## src/rtl/pipe_hazard_ctrl_pkg.sv

```systemverilog
// Shared pipeline constants, opcodes and hazard-controller state encoding.
package pipe_hazard_ctrl_pkg;

  localparam int unsigned OPT_W       = 6;
  localparam int unsigned REG_W       = 5;
  localparam int unsigned STALL_CNT_W = 32;
  localparam int unsigned FLUSH_CNT_W = 16;

  localparam logic [OPT_W-1:0] OPT_LW  = 6'h10;
  localparam logic [OPT_W-1:0] OPT_NOP = 6'h3F;

  typedef enum logic [1:0] {
    RUN     = 2'd0,
    MEMWAIT = 2'd1,
    FLUSH   = 2'd2
  } state_e;

endpackage

```

## src/rtl/pipe_hazard_ctrl_if.sv

```systemverilog
// Pipeline <-> hazard controller signal bundle; master is the pipeline, slave the controller.
interface pipe_hazard_ctrl_if;
  import pipe_hazard_ctrl_pkg::*;

  logic [OPT_W-1:0]       id_optype;
  logic [REG_W-1:0]       id_regaddr1;
  logic [REG_W-1:0]       id_regaddr2;
  logic                   id_use1;
  logic                   id_use2;
  logic [OPT_W-1:0]       alu_optype;
  logic [REG_W-1:0]       alu_regaddr3;
  logic                   br_taken;
  logic                   mem_busy;
  // Performance-counter preload hook, used to bring stall_cnt near saturation.
  logic                   stall_cnt_load;
  logic [STALL_CNT_W-1:0] stall_cnt_load_val;

  logic                   pc_stall;
  logic                   id_stall;
  logic                   alu_stall;
  logic                   id_bubble;
  logic                   alu_bubble;
  logic                   mem_bubble;

  modport master (
    output id_optype, id_regaddr1, id_regaddr2, id_use1, id_use2,
    output alu_optype, alu_regaddr3, br_taken, mem_busy,
    output stall_cnt_load, stall_cnt_load_val,
    input  pc_stall, id_stall, alu_stall, id_bubble, alu_bubble, mem_bubble
  );

  modport slave (
    input  id_optype, id_regaddr1, id_regaddr2, id_use1, id_use2,
    input  alu_optype, alu_regaddr3, br_taken, mem_busy,
    input  stall_cnt_load, stall_cnt_load_val,
    output pc_stall, id_stall, alu_stall, id_bubble, alu_bubble, mem_bubble
  );

endinterface

```

## src/rtl/pipe_hazard_ctrl_hazard_detect.sv

```systemverilog
// Load-use detector: decode reads a register the load in the ALU stage will write.
module hazard_detect
  import pipe_hazard_ctrl_pkg::*;
(
  input  logic [OPT_W-1:0] alu_optype,
  input  logic [REG_W-1:0] alu_regaddr3,
  input  logic [REG_W-1:0] id_regaddr1,
  input  logic [REG_W-1:0] id_regaddr2,
  input  logic             id_use1,
  input  logic             id_use2,
  output logic             load_use_c
);

  logic src1_hit;
  logic src2_hit;

  assign src1_hit   = id_use1 && (id_regaddr1 == alu_regaddr3);
  assign src2_hit   = id_use2 && (id_regaddr2 == alu_regaddr3);
  // r0 is hardwired, so a load targeting it never creates a dependency.
  assign load_use_c = (alu_optype == OPT_LW) && (alu_regaddr3 != '0) && (src1_hit || src2_hit);

endmodule

```

## src/rtl/pipe_hazard_ctrl.sv

```systemverilog
// Pipeline hazard controller: same-cycle stall/bubble decisions plus saturating perf counters.
module pipe_hazard_ctrl
  import pipe_hazard_ctrl_pkg::*;
(
  input  logic                   clk,
  input  logic                   rst,
  pipe_hazard_ctrl_if.slave      hz,
  output logic [STALL_CNT_W-1:0] stall_cnt,
  output logic [FLUSH_CNT_W-1:0] flush_cnt
);

  state_e state_q, state_d;
  logic   br_pend_q, br_pend_d;
  logic   load_use;
  logic   branch_flush;
  logic   pc_stall, id_stall, alu_stall;
  logic   id_bubble, alu_bubble, mem_bubble;
  logic   unused_nop_decode;

  // Decode optype is not needed for hazard decisions.
  assign unused_nop_decode = (hz.id_optype == OPT_NOP);

  hazard_detect u_hazard_detect (
    .alu_optype   (hz.alu_optype),
    .alu_regaddr3 (hz.alu_regaddr3),
    .id_regaddr1  (hz.id_regaddr1),
    .id_regaddr2  (hz.id_regaddr2),
    .id_use1      (hz.id_use1),
    .id_use2      (hz.id_use2),
    .load_use_c   (load_use)
  );

  always_ff @(posedge clk) begin
    if (rst) begin
      state_q   <= RUN;
      br_pend_q <= 1'b0;
    end else begin
      state_q   <= state_d;
      br_pend_q <= br_pend_d;
    end
  end

  always_comb begin
    state_d      = state_q;
    br_pend_d    = br_pend_q;
    branch_flush = 1'b0;
    pc_stall     = 1'b0;
    id_stall     = 1'b0;
    alu_stall    = 1'b0;
    id_bubble    = 1'b0;
    alu_bubble   = 1'b0;
    mem_bubble   = 1'b0;
    if (!rst) begin
      if (hz.mem_busy) begin
        // Memory wait freezes everything up to ALU in any state.
        pc_stall   = 1'b1;
        id_stall   = 1'b1;
        alu_stall  = 1'b1;
        mem_bubble = 1'b1;
        state_d    = MEMWAIT;
        unique case (state_q)
          RUN:     br_pend_d = hz.br_taken;
          MEMWAIT: br_pend_d = br_pend_q | hz.br_taken;
          default: br_pend_d = 1'b0;
        endcase
      end else begin
        state_d   = RUN;
        br_pend_d = 1'b0;
        unique case (state_q)
          RUN: begin
            if (hz.br_taken) begin
              branch_flush = 1'b1;
              state_d      = FLUSH;
            end else if (load_use) begin
              pc_stall   = 1'b1;
              id_stall   = 1'b1;
              alu_bubble = 1'b1;
            end
          end
          MEMWAIT: begin
            if (br_pend_q) begin
              branch_flush = 1'b1;
              state_d      = FLUSH;
            end
          end
          default: ;
        endcase
        if (branch_flush) begin
          id_bubble  = 1'b1;
          alu_bubble = 1'b1;
        end
      end
    end
  end

  always_ff @(posedge clk) begin
    if (rst) begin
      stall_cnt <= '0;
      flush_cnt <= '0;
    end else begin
      if (hz.stall_cnt_load)
        stall_cnt <= hz.stall_cnt_load_val;
      else if (pc_stall && (stall_cnt != '1))
        stall_cnt <= stall_cnt + STALL_CNT_W'(1);
      if (branch_flush && (flush_cnt != '1))
        flush_cnt <= flush_cnt + FLUSH_CNT_W'(1);
    end
  end

  assign hz.pc_stall   = pc_stall;
  assign hz.id_stall   = id_stall;
  assign hz.alu_stall  = alu_stall;
  assign hz.id_bubble  = id_bubble;
  assign hz.alu_bubble = alu_bubble;
  assign hz.mem_bubble = mem_bubble;

endmodule

```

## src/flat_wrapper.sv

```systemverilog
// flat-port wrapper written by rule: the top's interface ports become plain ports
module pipe_hazard_ctrl_flat import pipe_hazard_ctrl_pkg::*;
  (clk, rst, stall_cnt, flush_cnt, hz_id_optype, hz_id_regaddr1, hz_id_regaddr2, hz_id_use1, hz_id_use2, hz_alu_optype, hz_alu_regaddr3, hz_br_taken, hz_mem_busy, hz_stall_cnt_load, hz_stall_cnt_load_val, hz_pc_stall, hz_id_stall, hz_alu_stall, hz_id_bubble, hz_alu_bubble, hz_mem_bubble);
  pipe_hazard_ctrl_if hz_i ();
  input  logic clk;
  input  logic rst;
  output logic [STALL_CNT_W-1:0] stall_cnt;
  output logic [FLUSH_CNT_W-1:0] flush_cnt;
  input wire logic [$bits(hz_i.id_optype)-1:0] hz_id_optype;
  input wire logic [$bits(hz_i.id_regaddr1)-1:0] hz_id_regaddr1;
  input wire logic [$bits(hz_i.id_regaddr2)-1:0] hz_id_regaddr2;
  input wire logic [$bits(hz_i.id_use1)-1:0] hz_id_use1;
  input wire logic [$bits(hz_i.id_use2)-1:0] hz_id_use2;
  input wire logic [$bits(hz_i.alu_optype)-1:0] hz_alu_optype;
  input wire logic [$bits(hz_i.alu_regaddr3)-1:0] hz_alu_regaddr3;
  input wire logic [$bits(hz_i.br_taken)-1:0] hz_br_taken;
  input wire logic [$bits(hz_i.mem_busy)-1:0] hz_mem_busy;
  input wire logic [$bits(hz_i.stall_cnt_load)-1:0] hz_stall_cnt_load;
  input wire logic [$bits(hz_i.stall_cnt_load_val)-1:0] hz_stall_cnt_load_val;
  output wire logic [$bits(hz_i.pc_stall)-1:0] hz_pc_stall;
  output wire logic [$bits(hz_i.id_stall)-1:0] hz_id_stall;
  output wire logic [$bits(hz_i.alu_stall)-1:0] hz_alu_stall;
  output wire logic [$bits(hz_i.id_bubble)-1:0] hz_id_bubble;
  output wire logic [$bits(hz_i.alu_bubble)-1:0] hz_alu_bubble;
  output wire logic [$bits(hz_i.mem_bubble)-1:0] hz_mem_bubble;
  assign hz_i.id_optype = hz_id_optype;
  assign hz_i.id_regaddr1 = hz_id_regaddr1;
  assign hz_i.id_regaddr2 = hz_id_regaddr2;
  assign hz_i.id_use1 = hz_id_use1;
  assign hz_i.id_use2 = hz_id_use2;
  assign hz_i.alu_optype = hz_alu_optype;
  assign hz_i.alu_regaddr3 = hz_alu_regaddr3;
  assign hz_i.br_taken = hz_br_taken;
  assign hz_i.mem_busy = hz_mem_busy;
  assign hz_i.stall_cnt_load = hz_stall_cnt_load;
  assign hz_i.stall_cnt_load_val = hz_stall_cnt_load_val;
  assign hz_pc_stall = hz_i.pc_stall;
  assign hz_id_stall = hz_i.id_stall;
  assign hz_alu_stall = hz_i.alu_stall;
  assign hz_id_bubble = hz_i.id_bubble;
  assign hz_alu_bubble = hz_i.alu_bubble;
  assign hz_mem_bubble = hz_i.mem_bubble;
  pipe_hazard_ctrl u_core (.clk(clk), .rst(rst), .hz(hz_i), .stall_cnt(stall_cnt), .flush_cnt(flush_cnt));
endmodule
```

## config.mk

```make
export PLATFORM = sky130hd
export DESIGN_NAME = pipe_hazard_ctrl_flat
export DESIGN_NICKNAME = d
export VERILOG_FILES = /design/src/rtl/pipe_hazard_ctrl_pkg.sv /design/src/rtl/pipe_hazard_ctrl_if.sv /design/src/rtl/pipe_hazard_ctrl_hazard_detect.sv /design/src/rtl/pipe_hazard_ctrl.sv /design/src/flat_wrapper.sv
export SDC_FILE = /design/constraint.sdc
export NUM_CORES = 1
export LEC_CHECK = 0
export CAP_MARGIN = 20
export CORE_ASPECT_RATIO = 0.6
export CORE_MARGIN = 10
export CORE_UTILIZATION = 50
export CTS_BUF_LIST = sky130_fd_sc_hd__clkbuf_4
export DETAILED_ROUTE_END_ITERATION = 10
export PLACE_DENSITY = 0.89
export SETUP_SLACK_MARGIN = 0.4
export SYNTH_ARGS = -nofsm -noshare
export SYNTH_HDL_FRONTEND = slang
export SYNTH_SLANG_ARGS = --single-unit
```

## constraint.sdc

```tcl
create_clock -name clk -period 4.75 [get_ports clk]
set_clock_uncertainty 0.2 [all_clocks]
set_input_delay 0.7125 -clock clk [delete_from_list [all_inputs] [get_ports clk]]
set_output_delay 0.7125 -clock clk [all_outputs]
set_load 0.005 [all_outputs]
```

==> results of run 1 <==
[final cells by class]
type	instances	share of cell area
inverters	9	0.007647
clock buffers	5	0.008496
clock inverters	3	0.003398
flip-flops and latches	51	0.2311
repair buffers	117	0.2605
well taps	84	0.02379
multi-input cells	324	0.4650
[sequential cells by signal (all words and copies together), names as in the netlist]
signal and cells:
u_core.stall_cnt 32, u_core.flush_cnt 16, u_core.state_q 2, u_core.br_pend_q 1
[worst max path at each step]
stage	start	to	slack [ps]
global placement	hz_br_taken	hz_pc_stall	900
finish	hz_br_taken	hz_id_stall	840
global route	hz_br_taken	hz_pc_stall	690
detailed placement	hz_br_taken	hz_pc_stall	870
CTS	hz_br_taken	hz_pc_stall	860
floorplan	hz_br_taken	hz_pc_stall	1890
[critical path, cell delays in order]
cell and delay (ps):
sky130_fd_sc_hd__clkdlybuf4s50_1 450, sky130_fd_sc_hd__nor4b_1 310, sky130_fd_sc_hd__nand3_1 120, sky130_fd_sc_hd__a21oi_1 280, sky130_fd_sc_hd__a21oi_4 100, sky130_fd_sc_hd__inv_1 410
sky130_fd_sc_hd__clkdlybuf4s50_1 610
[layout by cell type, fill, tap and decap left out, types with 3 or more instances in the layout]
| cell type | instances |
|---|---|
| sky130_fd_sc_hd__buf_4 | 4 |
| sky130_fd_sc_hd__o21ai_0 | 22 |
| sky130_fd_sc_hd__clkdlybuf4s50_1 | 111 |
| sky130_fd_sc_hd__and4_1 | 7 |
| sky130_fd_sc_hd__clkinv_1 | 3 |
| sky130_fd_sc_hd__nor4_1 | 8 |
| sky130_fd_sc_hd__inv_1 | 8 |
| sky130_fd_sc_hd__nor2_1 | 40 |
| sky130_fd_sc_hd__nor3_1 | 13 |
| sky130_fd_sc_hd__o311ai_0 | 3 |
| sky130_fd_sc_hd__xnor2_1 | 13 |
| sky130_fd_sc_hd__nor3b_1 | 16 |
| sky130_fd_sc_hd__nor4b_1 | 4 |
| sky130_fd_sc_hd__a211oi_1 | 3 |
| sky130_fd_sc_hd__a311oi_1 | 9 |
| sky130_fd_sc_hd__clkbuf_4 | 5 |
| sky130_fd_sc_hd__nand2_1 | 30 |
| sky130_fd_sc_hd__a21oi_1 | 8 |
| sky130_fd_sc_hd__o21bai_1 | 3 |
| sky130_fd_sc_hd__dfxtp_1 | 51 |
| sky130_fd_sc_hd__nand3_1 | 28 |
| sky130_fd_sc_hd__o31a_1 | 3 |
| sky130_fd_sc_hd__nand3b_1 | 8 |
| sky130_fd_sc_hd__or4_1 | 10 |
| sky130_fd_sc_hd__or3_1 | 9 |
| sky130_fd_sc_hd__o211ai_1 | 9 |
| sky130_fd_sc_hd__and3_1 | 7 |
| sky130_fd_sc_hd__nand4b_1 | 3 |
| sky130_fd_sc_hd__nand2b_1 | 3 |
| sky130_fd_sc_hd__and2_1 | 5 |
| sky130_fd_sc_hd__nand4_1 | 23 |
| sky130_fd_sc_hd__xor2_1 | 11 |
[report_power, final]
group | internal, W | switching, W | leakage (nW)
clock | 0.0000546 | 0.000150 | 0.0263
sequential | 0.000449 | 0.0000312 | 0.419
combinational | 0.000112 | 0.0000754 | 0.977
total | 0.000615 | 0.000257 | 1.42
[logic make-up after synthesis]
group / Yosys count / synth area share
buffers and inverters: 37 / 0.04634
AO/OA/AOI/OAI: 73 / 0.1542
multiplexers: 2 / 0.006231
adder cells (fa/ha/maj): 2 / 0.007787
AND/OR/NAND/NOR: 223 / 0.4023
XOR/XNOR: 24 / 0.06542
flip-flops: 51 / 0.3178
[per-stage QoR]
stage / setup slack [ps] / power, W / utilization / hold WS [ps] / cell area (um^2)
finish: 840.7 / 0.0008715 / 0.7165 / 282.2 / 4418
floorplan: 1886 / 0.0005565 / - / 222.7 / 3213
global route: 688.2 / 0.0009044 / 0.7165 / 311.6 / 4418
CTS: 857.9 / 0.0008718 / 0.7165 / 281.2 / 4418
global placement: 901.6 / 0.0006680 / 0.7080 / 242.4 / 4365
detailed placement: 865.3 / 0.0006745 / 0.7080 / 263.5 / 4365
[per-layer routing]
metal,share of wire,GRT usage
met1,0.43,0.2602
met2,0.46,0.3204
met3,0.11,0.06233
met4,0.010,0.04630
met5,0,0
[cells in the mapped netlist, types with 4 or more instances]
cell type	instances
sky130_fd_sc_hd__nor4_1	8
sky130_fd_sc_hd__nand3_1	28
sky130_fd_sc_hd__and4_1	7
sky130_fd_sc_hd__o21ai_0	22
sky130_fd_sc_hd__nand2_1	30
sky130_fd_sc_hd__nor2_1	40
sky130_fd_sc_hd__or4_1	10
sky130_fd_sc_hd__a21oi_1	9
sky130_fd_sc_hd__xnor2_1	13
sky130_fd_sc_hd__and2_1	5
sky130_fd_sc_hd__nor3b_1	16
sky130_fd_sc_hd__nor3_1	13
sky130_fd_sc_hd__clkbuf_1	24
sky130_fd_sc_hd__nand3b_1	8
sky130_fd_sc_hd__and3_1	7
sky130_fd_sc_hd__a311oi_1	9
sky130_fd_sc_hd__inv_1	8
sky130_fd_sc_hd__nor4b_1	4
sky130_fd_sc_hd__nand4_1	23
sky130_fd_sc_hd__or3_1	9
sky130_fd_sc_hd__o211ai_1	9
sky130_fd_sc_hd__xor2_1	11
sky130_fd_sc_hd__dfxtp_1	51
==> results.toml, run 1 <==
[status]
run_status = "complete, no violations"

[place]
place.detailed.instances = 585
last_weighted_congestion_value_of_the_routability_driven_placer = 0.8851
io_buffer_count = 113
dp.final_hpwl_um = 7981

[critical_path]
worstReg2RegStart = "u_core.stall_cnt[24]"
timing_worst_setup_path_type = "input port to output pin"
timing.critical_path.required_ps = 3840
timing.reg2reg.worst_path_depth = 6
ff2ff_setup_slack_ps = 1690
regToRegEndpoint = "u_core.stall_cnt[13]"
critPathCaptureType = "output pin"
timing.critical_path.from_type = "input port"
crit_path_max_fanout = 12
critical_path_arrival_ps = 3000

[cts]
clock_sink_count = 51
htree_levels = 2
postCtsSetupBuffers = 0
cts_resized = 0
root_buffer_cell = "sky130_fd_sc_hd__clkbuf_4"
clk_latency_ps = 390
path_clk_slew_ps = 150
cts_tree = "built"
clock_tree.buffer_depth = 2
ctsHoldBuffers = 0
cts-buffers-inserted = 5

[run]
maxCapViolations = 0

[sta]
unrepaired_setup_endpoints_after_global_routing = "no"
achievable-frequency_ghz = 0.2558
setup-tns-final_ps = 0
minimum_clock_period_ps = 3909
slew_viols_final = 0
final-setup-viol-count = 0
maxSlewHeadroom = 0.5288
hold_viol = 0
worstMarginPinSlew_ps = 700.3
share_of_the_cycle_needed_by_the_critical_path_after_routing = 0.8230

[synthesis]
syn-cell-area_um2 = 3213
synth_seq_cells = 51
post_synth_num_cell_types = 51
synthCells = 412
synth_top_area_frac = 0.3178
async_reset_ff_frac = 0
yosys_most_used_dff = "sky130_fd_sc_hd__dfxtp_1"
yosysSeqAreaShare = 0.3178
post_synth.cell_area_avg_um2 = 7.799
yosys_warnings = 0
netlist_top_cells_area = "sky130_fd_sc_hd__dfxtp_1 32%, sky130_fd_sc_hd__nor2_1 4.7%, sky130_fd_sc_hd__nand4_1 4.5%"
mappedNetlistNets = 480
synth-edff-count = 0
synth_top_area_cell = "sky130_fd_sc_hd__dfxtp_1"

[power_and_ir_drop]
powerDensity_nw_per_um2 = 197.3
leakage_nw = 1.422
peakVddDrop_uv = 110.5

[die]
vertical_die_dimension_um = 82.10
die_width_um = 123.5
initial_utilization = 0.5211
die_area_um2 = 10140
row_count = 22
num_io_pins = 120
floorplan.core_area_um2 = 6166

[finish]
final_nets = 576
multiInputGateArea_um2 = 2054
post_layout_nonfiller_instances = 593
n_fill_cell = 523
ff_latch_area_um2 = 1021
diodes = 0
final_layout_size_suffix_gt1_frac = 0.03929
layout-area-overhead-vs-synth_pct = 37.50

[grt]
globalRouteTotalUtil = 0.2001
grt_max_degree = 65
grt_overflow_total = 0
antenna_found_initial = 0
first_pass_grt_wire_length_um = 16720
first_global_vias = 3420

[route]
detailroute.via_count = 3630
detail_route.wirelength_um = 10630
drcViolationCount = 0
firstDrtPassIters = 5
detail_routed_via_count_per_cell = 6.121
iteration_0_drc_markers = 310
routedWlPerCell_um = 17.92
antenna_left = 0

[min_path]
min-delay-start = "u_core.state_q[1]"
min_path_type = "flip-flop to flip-flop"
worst_hold_path_stage_count = 1
hold_end = "u_core.br_pend_q"
Note: power is estimated with default switching activity, not from simulation.
==> inputs of run 2 (changes only) <==
--- a/config.mk
+++ b/config.mk
@@ -8,10 +8,10 @@
 export CAP_MARGIN = 20
 export CORE_ASPECT_RATIO = 0.6
 export CORE_MARGIN = 10
-export CORE_UTILIZATION = 50
+export CORE_UTILIZATION = 46
 export CTS_BUF_LIST = sky130_fd_sc_hd__clkbuf_4
 export DETAILED_ROUTE_END_ITERATION = 10
-export PLACE_DENSITY = 0.89
+export PLACE_DENSITY = 0.83
 export SETUP_SLACK_MARGIN = 0.4
 export SYNTH_ARGS = -nofsm -noshare
 export SYNTH_HDL_FRONTEND = slang
==> constraint.sdc (replaced) <==
create_clock -name clk -period 4 [get_ports clk]
set_clock_uncertainty 0.2 [all_clocks]
set_input_delay 0.6 -clock clk [delete_from_list [all_inputs] [get_ports clk]]
set_output_delay 0.6 -clock clk [all_outputs]
set_load 0.005 [all_outputs]
==> results.toml, run 2 (synthesized netlist as in run 1, its figures left out) <==
[die]
floorplan.core_area_um2 = 6734
die_width_um = 127.9
row_count = 23
num_io_pins = 120
vertical_die_dimension_um = 84.74
initial_utilization = 0.4771
die_area_um2 = 10840

[min_path]
min-delay-start = "rst"
min_path_type = "input port to flip-flop"
worst_hold_path_stage_count = 2
hold_end = "u_core.state_q[0]"

[sta]
worstMarginPinSlew_ps = 741.1
slew_viols_final = 0
final-setup-viol-count = 0
setup-tns-final_ps = 0
maxSlewHeadroom = 0.5014
unrepaired_setup_endpoints_after_global_routing = "no"
share_of_the_cycle_needed_by_the_critical_path_after_routing = 0.8551
hold_viol = 0
minimum_clock_period_ps = 3420
achievable-frequency_ghz = 0.2924

[power_and_ir_drop]
clkPwrFrac = 0.282
netSwitchingFraction = 0.2779
powerDensity_nw_per_um2 = 247.7
peakVddDrop_uv = 171.1
power.share.combinational = 0.203
p_int_w = 0.0007984
seq_power_share = 0.515
leakage_nw = 1.436
power.switching_w = 0.0003072

[route]
drcViolationCount = 0
iteration_0_drc_markers = 389
routedWlPerCell_um = 18.40
antenna_left = 0
detail_route.wirelength_um = 10990
detail_routed_via_count_per_cell = 6.090
detailroute.via_count = 3636
firstDrtPassIters = 6

[critical_path]
path_common_cell = "sky130_fd_sc_hd__clkdlybuf4s50_1"
critical_path_arrival_ps = 2620
cp_num_buf_inv = 3
critical-path-max-stage-delay_ps = 530
critPathCaptureType = "output pin"
timing.critical_path.from_type = "input port"
timing_worst_setup_path_type = "input port to output pin"
path_cells = "clkdlybuf4s50_1, nor4_1, nand3_1, a21oi_2, a21oi_4, clkinvlp_4, clkdlybuf4s50_1"
timing.critical_path.required_ps = 3200
timing.reg2reg.worst_path_depth = 6
setup.worst_path.start = "hz_alu_optype[1]"
crit_path_max_fanout = 7
regToRegEndpoint = "u_core.stall_cnt[13]"
ff2ff_setup_slack_ps = 820
cpMaxStageDelayCell = "sky130_fd_sc_hd__clkdlybuf4s50_1"
worst_path_dominant_cell_family = "buffers and inverters"
worstReg2RegStart = "u_core.stall_cnt[24]"

[grt]
grt_max_degree = 66
first_pass_grt_wire_length_um = 17880
first_global_vias = 3542
globalRouteTotalUtil = 0.1938
grt_overflow_total = 0
antenna_found_initial = 0

[finish]
diodes = 0
largest_register_ffs = 32
final_layout_size_suffix_gt1_frac = 0.04706
final_nets = 577
reg_top3 = "u_core.stall_cnt (32), u_core.flush_cnt (16), u_core.state_q (2)"
final_core_utilization = 0.6630
commonest_cells_after_routing_fill_and_taps_aside = "111 x sky130_fd_sc_hd__clkdlybuf4s50_1, 51 x sky130_fd_sc_hd__dfxtp_1, 40 x sky130_fd_sc_hd__nor2_1"
layout.cells.most_common = "sky130_fd_sc_hd__clkdlybuf4s50_1"
largest-register = "u_core.stall_cnt"
layout-area-overhead-vs-synth_pct = 38.94

[cts]
cts_tree = "built"
clk_latency_ps = 380
path_clk_slew_ps = 170
clock_tree.buffer_depth = 2
cts_resized = 0
htree_levels = 2
postCtsSetupBuffers = 0
cts-buffers-inserted = 5
clock_sink_count = 51
root_buffer_cell = "sky130_fd_sc_hd__clkbuf_4"
ctsHoldBuffers = 0

[place]
io_buffer_count = 113
last_weighted_congestion_value_of_the_routability_driven_placer = 0.8631
dp.final_hpwl_um = 8257

[run]
maxCapViolations = 0

[status]
run_status = "complete, no violations"
run 2: changes by cell type in the layout (fill, tap and decap cells not counted), sizes merged:
cell	before	now
buf	6	7
bufinv	0	1
clkinv	3	2
run 2: final cells by class:
class | instances | area [um^2]
inverters | 9 | 37.54
clock buffers | 5 | 37.54
multi-input cells | 324 | 2058
clock inverters | 3 | 42.54
repair buffers | 118 | 1159
fillers | 588 | 2270
well taps | 87 | 108.9
flip-flops and latches | 51 | 1021
run 2: metrics by stage:
stage	power, W	cell area (um^2)	setup slack [ps]	hold slack, ps	instances
floorplan	0.0006609	3213	1361	222.7	412
global placement	0.0007953	4377	455.0	240.8	589
detailed placement	0.0008016	4377	415.4	245.6	589
CTS	0.001106	4457	416.3	230.5	597
global route	0.001153	4464	495.2	237.8	597
finish	0.001106	4464	579.8	238.7	597
run 2: worst max path at each step:
stage                       end  slack [ps]  cells after the start
finish              hz_pc_stall         580                      7
global placement    hz_id_stall         460                      7
floorplan           hz_pc_stall        1360                      7
detailed placement  hz_id_stall         420                      7
CTS                 hz_id_stall         420                      7
global route        hz_pc_stall         500                      7
run 2: metal layers:
| layer | wire length (um) | track usage | vias up |
|---|---|---|---|
| li1 | - | - | 1745 |
| met1 | 4717 | 0.2470 | 1696 |
| met2 | 5027 | 0.3136 | 180 |
| met3 | 1150 | 0.06466 | 15 |
| met4 | 92 | 0.03462 | 0 |
| met5 | 0 | 0 | - |
run 2: power by group through the flow:
stage	Combinational [W]	Clock, W	Sequential [W]
floorplan	0.0000893	0	0.000572
global placement	0.000218	0	0.000577
detailed placement	0.000223	0	0.000578
CTS	0.000225	0.000314	0.000568
global route	0.000244	0.000335	0.000574
finish	0.000224	0.000312	0.000569
==> inputs of run 3 (changes only) <==
--- a/config.mk
+++ b/config.mk
@@ -5,13 +5,16 @@
 export SDC_FILE = /design/constraint.sdc
 export NUM_CORES = 1
 export LEC_CHECK = 0
+export ABC_CLOCK_PERIOD_IN_PS = 4000
 export CAP_MARGIN = 20
 export CORE_ASPECT_RATIO = 0.6
 export CORE_MARGIN = 10
-export CORE_UTILIZATION = 46
+export CORE_UTILIZATION = 60
 export CTS_BUF_LIST = sky130_fd_sc_hd__clkbuf_4
 export DETAILED_ROUTE_END_ITERATION = 10
-export PLACE_DENSITY = 0.83
+export DONT_BUFFER_PORTS = 1
+export MAX_ROUTING_LAYER = met4
+export PLACE_DENSITY = 0.76
 export SETUP_SLACK_MARGIN = 0.4
 export SYNTH_ARGS = -nofsm -noshare
 export SYNTH_HDL_FRONTEND = slang
==> results.toml, run 3 (synthesized netlist as in run 1, its figures left out) <==
[route]
routedWlPerCell_um = 20.05
drcViolationCount = 0
antenna_left = 0
detailroute.via_count = 3190
detail_route.wirelength_um = 9224
detail_routed_via_count_per_cell = 6.935
firstDrtPassIters = 5
iteration_0_drc_markers = 375

[sta]
worstMarginPinSlew_ps = 864.4
unrepaired_setup_endpoints_after_global_routing = "no"
hold_viol = 0
whs_ps = 69.64
share_of_the_cycle_needed_by_the_critical_path_after_routing = 0.7064
setup-tns-final_ps = 0
maxSlewHeadroom = 0.4202
final-setup-viol-count = 0
minimum_clock_period_ps = 2826
achievable-frequency_ghz = 0.3539
slew_viols_final = 0

[finish]
largest_register_ffs = 32
largest-register = "u_core.stall_cnt"
reg_top3 = "u_core.stall_cnt (32), u_core.flush_cnt (16), u_core.state_q (2)"
diodes = 0
final_nets = 461
final_layout_size_suffix_gt1_frac = 0.04569
layout-area-overhead-vs-synth_pct = 2.453
commonest_cells_after_routing_fill_and_taps_aside = "51 x sky130_fd_sc_hd__dfxtp_1, 40 x sky130_fd_sc_hd__nor2_1, 30 x sky130_fd_sc_hd__nand2_1"
layout.cells.most_common = "sky130_fd_sc_hd__dfxtp_1"

[cts]
ctsHoldBuffers = 0
postCtsSetupBuffers = 0
cts_tree = "built"
clock_tree.buffer_depth = 2
clock_sink_count = 51
cts-buffers-inserted = 5
path_clk_slew_ps = 170
root_buffer_cell = "sky130_fd_sc_hd__clkbuf_4"
clk_latency_ps = 390
htree_levels = 2
cts_resized = 0

[place]
dp.final_hpwl_um = 6753
io_buffer_count = 0
last_weighted_congestion_value_of_the_routability_driven_placer = 0.8905

[critical_path]
crit_path_max_fanout = 12
timing.critical_path.from_type = "flip-flop"
setup.worst_path.start = "u_core.stall_cnt[0]"
critical_path_arrival_ps = 2950
timing.reg2reg.worst_path_depth = 7
timing_worst_setup_path_type = "flip-flop to flip-flop"
critPathCaptureType = "flip-flop"
timing.critical_path.required_ps = 4120
ff2ff_setup_slack_ps = 1170
regToRegEndpoint = "u_core.stall_cnt[10]"
cp-endpoint = "u_core.stall_cnt[10]"
worstReg2RegStart = "u_core.stall_cnt[0]"

[power_and_ir_drop]
leakage_nw = 1.009
peakVddDrop_uv = 137.8
powerDensity_nw_per_um2 = 298.9

[grt]
first_pass_grt_wire_length_um = 14470
first_global_vias = 2687
grt_max_degree = 70
globalRouteTotalUtil = 0.1993
antenna_found_initial = 0
grt_overflow_total = 0

[die]
die_area_um2 = 8779
num_io_pins = 120
floorplan.core_area_um2 = 5130
row_count = 20
vertical_die_dimension_um = 76.69
initial_utilization = 0.6263
die_width_um = 114.5

[status]
run_status = "complete, no violations"

[min_path]
min_path_type = "input port to flip-flop"

[run]
maxCapViolations = 0
-- run 3: layout make-up --
cell class                      instances  area, um^2
Sequential cell                        51        1021
Tap cell                               66       82.58
Clock inverter                          3       47.55
Fill cell                             465        1838
Clock buffer                            5       37.54
Inverter                                9       33.78
Timing Repair Buffer                    2       15.01
Multi-Input combinational cell        324        2054
-- run 3: how the worst min path moves through the flow --
stage | start | slack, ps | to | cells past startpoint
final | rst | 70 | u_core.stall_cnt[3] | 1
after global routing | rst | 30 | u_core.flush_cnt[10] | 1
after floorplan | u_core.state_q[1] | 220 | u_core.br_pend_q | 1
after CTS | rst | 50 | u_core.stall_cnt[3] | 1
after detailed placement | u_core.state_q[1] | 240 | u_core.br_pend_q | 1
after global placement | u_core.state_q[1] | 240 | u_core.br_pend_q | 1
-- run 3: per-layer routing --
layer	share of wire	track usage
met3	0.13	0.07148
met5	0	-
met2	0.40	0.2542
met1	0.47	0.2915
met4	0.0061	0.03117
-- run 3: stage by stage --
| step | cell area (um^2) | utilization | power, W | instances | worst slack [ps] |
|---|---|---|---|---|---|
| final | 3292 | 0.6417 | 0.0009840 | 460 | 1174 |
| after global routing | 3292 | 0.6417 | 0.001025 | 460 | 1022 |
| after CTS | 3292 | 0.6417 | 0.0009853 | 460 | 1229 |
| after detailed placement | 3207 | 0.6251 | 0.0006728 | 452 | 1202 |
| after global placement | 3207 | 0.6251 | 0.0006687 | 452 | 1234 |
| after floorplan | 3213 | - | 0.0006609 | 412 | 1361 |
-- run 3: critical path, stage by stage, from the launching register on --
cell and delay (ps):
sky130_fd_sc_hd__dfxtp_1 500, sky130_fd_sc_hd__ha_1 230, sky130_fd_sc_hd__and4_1 310, sky130_fd_sc_hd__and2_1 360, sky130_fd_sc_hd__and4_1 550, sky130_fd_sc_hd__nor3b_1 150, sky130_fd_sc_hd__a21o_1 210, sky130_fd_sc_hd__a311oi_1 240
-- run 3: power breakdown --
part	internal [W]	switching (W)
registers	0.000533	0.0000440
logic	0.0000432	0.0000435
clock network	0.000135	0.000185
total	0.000711	0.000273
